==> src/rtl/addr_range_monitor.sv <==
// rtl/addr_range_monitor.sv - multi-channel address range monitor with sticky error, counters and irq
// Optional feature macro: ADDR_RANGE_MON_ASSERT_EN enables per-channel out-of-range assertions.
module addr_range_monitor #(
  parameter int AW     = 8,
  parameter int NCH    = 4,
  parameter int CW     = 8,
  parameter int THRESH = 4
) (
  input  logic              clk,
  input  logic              rst_n,
  input  logic              en,
  input  logic [NCH-1:0]    valid,
  input  logic [NCH*AW-1:0] addr,
  input  logic [NCH*AW-1:0] lo,
  input  logic [NCH*AW-1:0] hi,
  input  logic [NCH-1:0]    clr,
  output logic [NCH-1:0]    err,
  output logic [NCH*CW-1:0] count,
  output logic [NCH*AW-1:0] cap_addr,
  output logic [NCH-1:0]    cfg_err,
  output logic              irq
);

  typedef enum logic {
    CLEAN = 1'b0,
    FAULT = 1'b1
  } ch_state_e;

  localparam logic [CW-1:0] CNT_MAX  = {CW{1'b1}};
  localparam logic [CW-1:0] CNT_ONE  = CW'(1);
  localparam logic [CW-1:0] THRESH_C = CW'(THRESH);

  ch_state_e      state_q [NCH];
  ch_state_e      state_d [NCH];
  logic [CW-1:0]  count_q [NCH];
  logic [CW-1:0]  count_d [NCH];
  logic [AW-1:0]  cap_q   [NCH];
  logic [AW-1:0]  cap_d   [NCH];
  logic [NCH-1:0] cfg_err_q;
  logic [NCH-1:0] cfg_err_d;
  logic           irq_q;
  logic           irq_d;

  logic [NCH-1:0] bad_cfg;
  logic [NCH-1:0] out_of_range;
  logic [NCH-1:0] viol;

  // Per-channel decode: inverted bounds, inclusive unsigned range test, qualified violation.
  always_comb begin
    bad_cfg      = '0;
    out_of_range = '0;
    viol         = '0;
    for (int i = 0; i < NCH; i++) begin
      bad_cfg[i]      = lo[i*AW +: AW] > hi[i*AW +: AW];
      out_of_range[i] = (addr[i*AW +: AW] < lo[i*AW +: AW]) ||
                        (addr[i*AW +: AW] > hi[i*AW +: AW]);
      viol[i]         = en && valid[i] && !bad_cfg[i] && out_of_range[i];
    end
  end

  // Per-channel CLEAN/FAULT next state with saturating count and first-violation capture.
  always_comb begin
    for (int i = 0; i < NCH; i++) begin
      state_d[i] = state_q[i];
      count_d[i] = count_q[i];
      cap_d[i]   = cap_q[i];
      if (clr[i]) begin
        // A violation coinciding with clear starts a fresh record rather than being lost.
        if (viol[i]) begin
          state_d[i] = FAULT;
          count_d[i] = CNT_ONE;
          cap_d[i]   = addr[i*AW +: AW];
        end else begin
          state_d[i] = CLEAN;
          count_d[i] = '0;
          cap_d[i]   = '0;
        end
      end else if (viol[i]) begin
        state_d[i] = FAULT;
        if (count_q[i] != CNT_MAX) begin
          count_d[i] = count_q[i] + CNT_ONE;
        end
        if (state_q[i] == CLEAN) begin
          cap_d[i] = addr[i*AW +: AW];
        end
      end
    end
  end

  // Config flag tracks the bounds; irq follows the already-updated counts, adding one cycle.
  always_comb begin
    cfg_err_d = bad_cfg;
    irq_d     = 1'b0;
    for (int i = 0; i < NCH; i++) begin
      if (count_q[i] >= THRESH_C) begin
        irq_d = 1'b1;
      end
    end
  end

  // Channel state registers; reset discards any pending update.
  always_ff @(posedge clk or negedge rst_n) begin
    if (!rst_n) begin
      for (int i = 0; i < NCH; i++) begin
        state_q[i] <= CLEAN;
        count_q[i] <= '0;
        cap_q[i]   <= '0;
      end
    end else begin
      for (int i = 0; i < NCH; i++) begin
        state_q[i] <= state_d[i];
        count_q[i] <= count_d[i];
        cap_q[i]   <= cap_d[i];
      end
    end
  end

  // Registered status outputs.
  always_ff @(posedge clk or negedge rst_n) begin
    if (!rst_n) begin
      cfg_err_q <= '0;
      irq_q     <= 1'b0;
    end else begin
      cfg_err_q <= cfg_err_d;
      irq_q     <= irq_d;
    end
  end

  // Flatten per-channel state onto the packed output buses.
  always_comb begin
    err      = '0;
    count    = '0;
    cap_addr = '0;
    for (int i = 0; i < NCH; i++) begin
      err[i]                = (state_q[i] == FAULT);
      count[i*CW +: CW]     = count_q[i];
      cap_addr[i*AW +: AW]  = cap_q[i];
    end
  end

  assign cfg_err = cfg_err_q;
  assign irq     = irq_q;

`ifdef ADDR_RANGE_MON_ASSERT_EN
  for (genvar g = 0; g < NCH; g++) begin : g_chk
    a_in_range: assert property (@(posedge clk) disable iff (!rst_n) !viol[g])
      else $error("Address is out of range");
  end
`else
  // No checkers in the default build; port behaviour is unchanged.
`endif

endmodule

==> config.mk <==
export PLATFORM = sky130hd
export DESIGN_NAME = addr_range_monitor
export DESIGN_NICKNAME = d
export VERILOG_FILES = /design/src/rtl/addr_range_monitor.sv
export SDC_FILE = /design/constraint.sdc
export NUM_CORES = 1
export LEC_CHECK = 0
export ABC_AREA = 1
export CORE_MARGIN = 5
export CORE_UTILIZATION = 49
export DETAILED_ROUTE_END_ITERATION = 10
export GPL_TIMING_DRIVEN = 0
export PLACE_DENSITY_LB_ADDON = 0.05
export SLEW_MARGIN = 20
export SYNTH_ARGS = -nofsm -noshare
export SYNTH_HDL_FRONTEND = slang
export SYNTH_SLANG_ARGS = --single-unit
==> constraint.sdc <==
create_clock -name clk -period 1.6 [get_ports clk]
set_input_delay 0.16 -clock clk [delete_from_list [all_inputs] [get_ports clk]]
set_output_delay 0.16 -clock clk [all_outputs]
set_load 0.005 [all_outputs]
[After elaboration in Yosys (flattened, before gate mapping)]
Cells that the tools add are included.
Storage, ports and cells
  register bits: 73
  bits of input ports: 107
  output and inout bits: 73
  logic and storage cells: 126
Cells by class
  mux-type cells: 48
  order comparisons: 16
  reduce and logical (&&, ||, !) cells: 36
  eq/ne operators: 8
  $add $sub $neg: 4
Operators with widths (count)
  $mux W8: 28
  $gt A8 B8 Y1: 8
  $add A8 B1 Y8 const B: 4
  $ge A8 B3 Y1 const B: 4
  $lt A8 B8 Y1: 4
  $ne A8 B8 Y1 const B: 4
  $mux W1: 20
  $reduce_and A2 Y1: 8
  $reduce_bool A2 Y1: 8
  $logic_and A1 B1 Y1: 12
  $ne A2 B2 Y1 const B: 4
  $logic_not A1 Y1: 4
  $logic_or A1 B1 Y1: 4

[Longest topological paths before layout]
  depth in word-level cells: 6
  depth in mapped cells: 16
  mapped depth without buffers: 16

[Worst setup path before layout]
No wires, ideal clock.
  path type: input-to-reg
  start point: in hi[7]
  end point: reg cap_q (netlist bit cap_addr[0])
  slack: 0.081 ns
  data arrival time: 1.402 ns
  stages on the path: 11
  buffers on the path: 0
  required time: 1.484 ns
  setup time: 0.116 ns
  cell sequence: inv_1 -> ha_1 -> a21o_1 -> nor2_2 -> nand2_2 -> a21oi_4 -> nand2_4 -> nand2_8 -> nand2_4 -> nand2_1 -> nand2_1
On the way
  word-level cells in the longest chain between the ends: 6
  elaborated cells on any way between the ends: 10
  classes of those cells: 2 x order compare; 2 x mux; 6 x reduce/logical
RTL lines
  start: declaration: RTL line 15  | input logic [NCH*AW-1:0] hi,
  $gt A8 B8 Y1: RTL line 54  | bad_cfg[i] = lo[i*AW +: AW] > hi[i*AW +: AW];
  $logic_not A1 Y1: RTL line 57  | viol[i] = en && valid[i] && !bad_cfg[i] && out_of_range[i];
  $logic_and A1 B1 Y1: RTL line 57
  $logic_and A1 B1 Y1 *: RTL line 57
  $mux W8 or $reduce_bool A2 Y1 (tied branches)
  $mux W8 or $reduce_and A2 Y1 (tied branches)
  end signal: indexed assignment: RTL line 113  | cap_q[i] <= cap_d[i];
  end: declaration: RTL line 37  | logic [AW-1:0] cap_q [NCH];
Mark *: on every way between the ends. The rest lies on a longest branch, timed or not.
A chain may end at the register's enable or synchronous reset.

[Worst setup path after layout]
  start point: reg count_q (netlist bit count[16])
  end point: reg count_q (netlist bit count[16])
On the way
  word-level cells in the longest chain between the ends: 4
  elaborated cells on any way between the ends: 7
  classes of those cells: 1 x add/sub; 1 x eq/ne; 3 x mux; 2 x reduce/logical
RTL lines
  start: declaration: RTL line 35  | logic [CW-1:0] count_q [NCH];
  start signal: indexed assignment: RTL line 112  | count_q[i] <= count_d[i];
  $add A8 B1 Y8: RTL line 81  | count_d[i] = count_q[i] + CNT_ONE;
  $mux W8: RTL line 80  | if (count_q[i] != CNT_MAX) begin
  $mux W8: RTL line 78  | end else if (viol[i]) begin
  $mux W8: RTL line 67  | if (clr[i]) begin
Several ways; a longest one is shown, not always the timed one. The select of a mux whose other input is x is not followed.

==> impl_metrics.csv <==
group,metric,value,unit
finish,nets,1298,
floorplan,rows,41,
route,first_pass_iters,4,
sta,worst_slack,-33.3,ps
logic_synthesis,async_reset_ff_share,100,%
placement,placed_area,8350,µm²
global_route,grt_max_degree,46,
placement,gp_congestion,0.877,
worst_setup_path,critical_path.top_delay_family,"simple AND/OR/NAND/NOR gates",
finish,n_antenna_cell,0,
clock_tree,cts_tree,"done",
floorplan,die_x,124,µm
worst_setup_path,worst-path-max-fanout,5,
logic_synthesis,synth_top_area_share,28.8,%
logic_synthesis,ys_seq_area_share,28.8,%
route,dr_total_vias,6349,
hold_path,hp-class,"in2reg",
global_route,grt_use_total,23.1,%
global_route,grt_pass1_vias,6128,
logic_synthesis,syn_area_per_cell,7.45,µm²
hold_path,holdPathStages,3,
sta,period_needed,1630,ps
finish,areaGrowthSynthToFinish,56.1,%
worst_setup_path,crit_chain,"ha_2, nand2_2, inv_2, nand2_4, nor2_4, nand2_2, nor2_4, nand3_4, nand3_2, o21ai_2, nand2_1, inv_1",
floorplan,die_area,15300,µm²
logic_synthesis,yosysMostFrequentCell,"nand2_1",
sta,hold_slack,67.5,ps
floorplan,die_height,124,µm
clock_tree,numClockSinks,73,
clock_tree,htree_levels,3,
route,drcViolationCount,0,
outcome,violations,"setup timing",
power,ir_drop,445,µV
sta,tightestPinTransition,514,ps
worst_setup_path,crit-reg2reg-capture,"count[16]",
logic_synthesis,synth.distinct_cells,29,
route,routed_wl,17900,µm
power,p_leak,5.19,nW
logic_synthesis,ys_ff_latch,73,
sta,hold_viol,0,
sta,period_share,102,%
sta,finalSetupViolations,7,
placement,pre_cts_slack,-666,ps
floorplan,ioPinCount,180,
logic_synthesis,synth_common_cells,"nand2_1 (293), inv_1 (133), ha_1 (100)",
hold_path,min_from,"addr[24]",
power,powerDensity,636,nW/µm²
clock_tree,clk_latency,340,ps
worst_setup_path,r2r_setup_slack,-30,ps
worst_setup_path,cp-end-kind,"register",
finish,drive_above_1_share,28.3,%
logic_synthesis,ys.flop_type,"dfrtp_1",
route,drt_iter0_markers,313,
clock_tree,cts_buffer_depth,2,
finish,fillers,926,
sta,relSlewSlack,65.7,%
logic_synthesis,synth_edf_count,0,
finish,design_area,9920,µm²
route,vias_per_cell,5.01,
hold_path,worstHoldEndpoint,"cap_addr[24]",
placement,port-buffer-count,176,
clock_tree,cts.clk_slew.worst_paths,60,ps
clock_tree,cts_buffers,9,
route,antenna_left,0,
worst_setup_path,cp-start-kind,"register",
worst_setup_path,timing.setup.critical_path_class,"reg2reg",
sta,max_freq,612,MHz
worst_setup_path,reg2reg_from,"count[16]",
sta,finalClockSkew,5.74,ps
logic_synthesis,syn_area,6350,µm²
sta,tns,-58.7,ps
worst_setup_path,slowest_stage,"dfrtp_1",
finish,multi_input_area,4910,µm²
placement,hpwlAfterDp,12700,µm
global_route,antenna_found_initial,0,
outcome,status,"finished, violations left",
global_route,grt-ovfl-total,0,
floorplan,start_util,50.1,%
run,cap_viol_max_count,0,
sta,slew_viol_final,0,
logic_synthesis,ys_top_cells_by_area,"dfrtp_1 (29%), ha_1 (20%), nand2_1 (17%)",
finish,seq_area,1840,µm²
worst_setup_path,arrival,1870,ps
logic_synthesis,yosys_warnings,0,
worst_setup_path,crit_required,1840,ps
logic_synthesis,postSynthCellCount,853,
logic_synthesis,synth_nets,1060,
floorplan,core_area,12700,µm²
worst_setup_path,cp_num_buf_inv,2,
clock_tree,root_buffer,"clkbuf_16",
logic_synthesis,post-synth-top-area-cell,"dfrtp_1",
worst_setup_path,ff2ff_path_depth,12,
worst_setup_path,critPathMaxStageDelay,400,ps
global_route,grt_first_pass_wirelength,28300,µm
sta,rsz0062_at_grt,"true",
route,post_drt_wl_per_cell,14.1,µm
[through the flow]
step | utilization [%] | cells | power [mW]
2_1_floorplan | - | 853 | 2.97
3_5_place_dp | 65.9 | 1202 | 3.83
4_1_cts | 75.3 | 1253 | 6.24
6_report | 78.3 | 1268 | 6.30
3_3_place_gp | 65.7 | 1201 | 3.79
5_1_grt | 78.3 | 1268 | 6.69
[logic make-up (layout without fill, tap and decap cells)]
family / count (synthesis) / count (layout) / share of synthesized area (%)
flops: 73 / 73 / 28.8
simple gates: 455 / 460 / 35.0
buf+inv: 143 / 381 / 8.51
compound gates: 82 / 82 / 8.04
fa+ha+maj: 100 / 100 / 19.7
[routing by layer]
| metal | wire, µm | track usage (%) | up-vias |
|---|---|---|---|
| met5 | 0 | 0 | - |
| li1 | - | - | 3210 |
| met1 | 7310 | 27.6 | 2921 |
| met4 | 551 | 9.97 | 0 |
| met2 | 9060 | 40.7 | 177 |
| met3 | 1010 | 4.13 | 41 |
[report_power, final]
| part | total [mW] | internal [mW] | leakage, nW | switching [mW] |
|---|---|---|---|---|
| Clock | 2.08 | 1.25 | 0.141 | 0.830 |
| Sequential | 2.09 | 1.99 | 0.972 | 0.0998 |
| Combinational | 2.13 | 1.05 | 4.08 | 1.08 |
| Total | 6.30 | 4.30 | 5.19 | 2.01 |
[worst register-to-register path, cell delays in order (launching register included)]
cell and delay [ps]:
dfrtp_1 400, ha_2 210, nand2_2 60, inv_2 80, nand2_4 60, nor2_4 100
nand2_2 70, nor2_4 170, nand3_4 150, nand3_2 100, o21ai_2 50, nand2_1 50
inv_1 40
[cell type report]
| type | count | area share, % |
|---|---|---|
| buffer | 3 | 0.151 |
| clock buffer | 10 | 2.41 |
| clock inverter | 6 | 0.669 |
| inverter | 140 | 5.30 |
| multi-input combinational | 642 | 49.6 |
| sequential | 73 | 18.5 |
| tap | 172 | 2.17 |
| timing repair buffer | 222 | 21.2 |
[sequential cells by signal, indices dropped and copies added (netlist names)]
| register | cells |
|---|---|
| count | 32 |
| cfg_err | 4 |
| irq | 1 |
| err | 4 |
| cap_addr | 32 |
[placed cells by master, fill, tap and decap left out, drive strengths merged]
cell           Yosys  routed
nand2            319     321
inv              140     141
ha               100     100
dlygate4sd2        0      80
clkdlybuf4s50      0      78
dfrtp             73      73
nor2              56      56
a21oi             53      53
nand3             47      50
buf                3      49
nor3              15      15
dlymetal6s2s       0      14
nand4             13      13
o21a              11      11
clkbuf             0      10
o21ai             10      10
nor4               5       5
a21o               4       4
a21boi             4       4
clkinvlp           0       3
clkdlybuf4s15      0       3
clkinv             0       1
bufinv             0       1
dlygate4sd3        0       1
[what timing repair did]
item                       in CTS  in global routing
buffers inserted               29                 15
cloned                          5                  0
gates resized for setup       220                 83
setup endpoints to repair      65                 71
hold endpoints to repair       28                  0
hold buffers                    1                  0
pin swaps                      90                 49
[worst max-delay path by stage]
stage          depth (start not counted)            to       from  slack [ps]
2_1_floorplan                         11   cap_addr[0]      hi[7]          80
3_3_place_gp                           1  cap_addr[30]      rst_n       -2400
3_5_place_dp                          12   cap_addr[9]     hi[15]        -670
4_1_cts                               10      count[8]   count[8]         -30
5_1_grt                               12     count[16]  count[16]        -150
6_report                              12     count[16]  count[16]         -30
(Power assumes the default switching activity.)
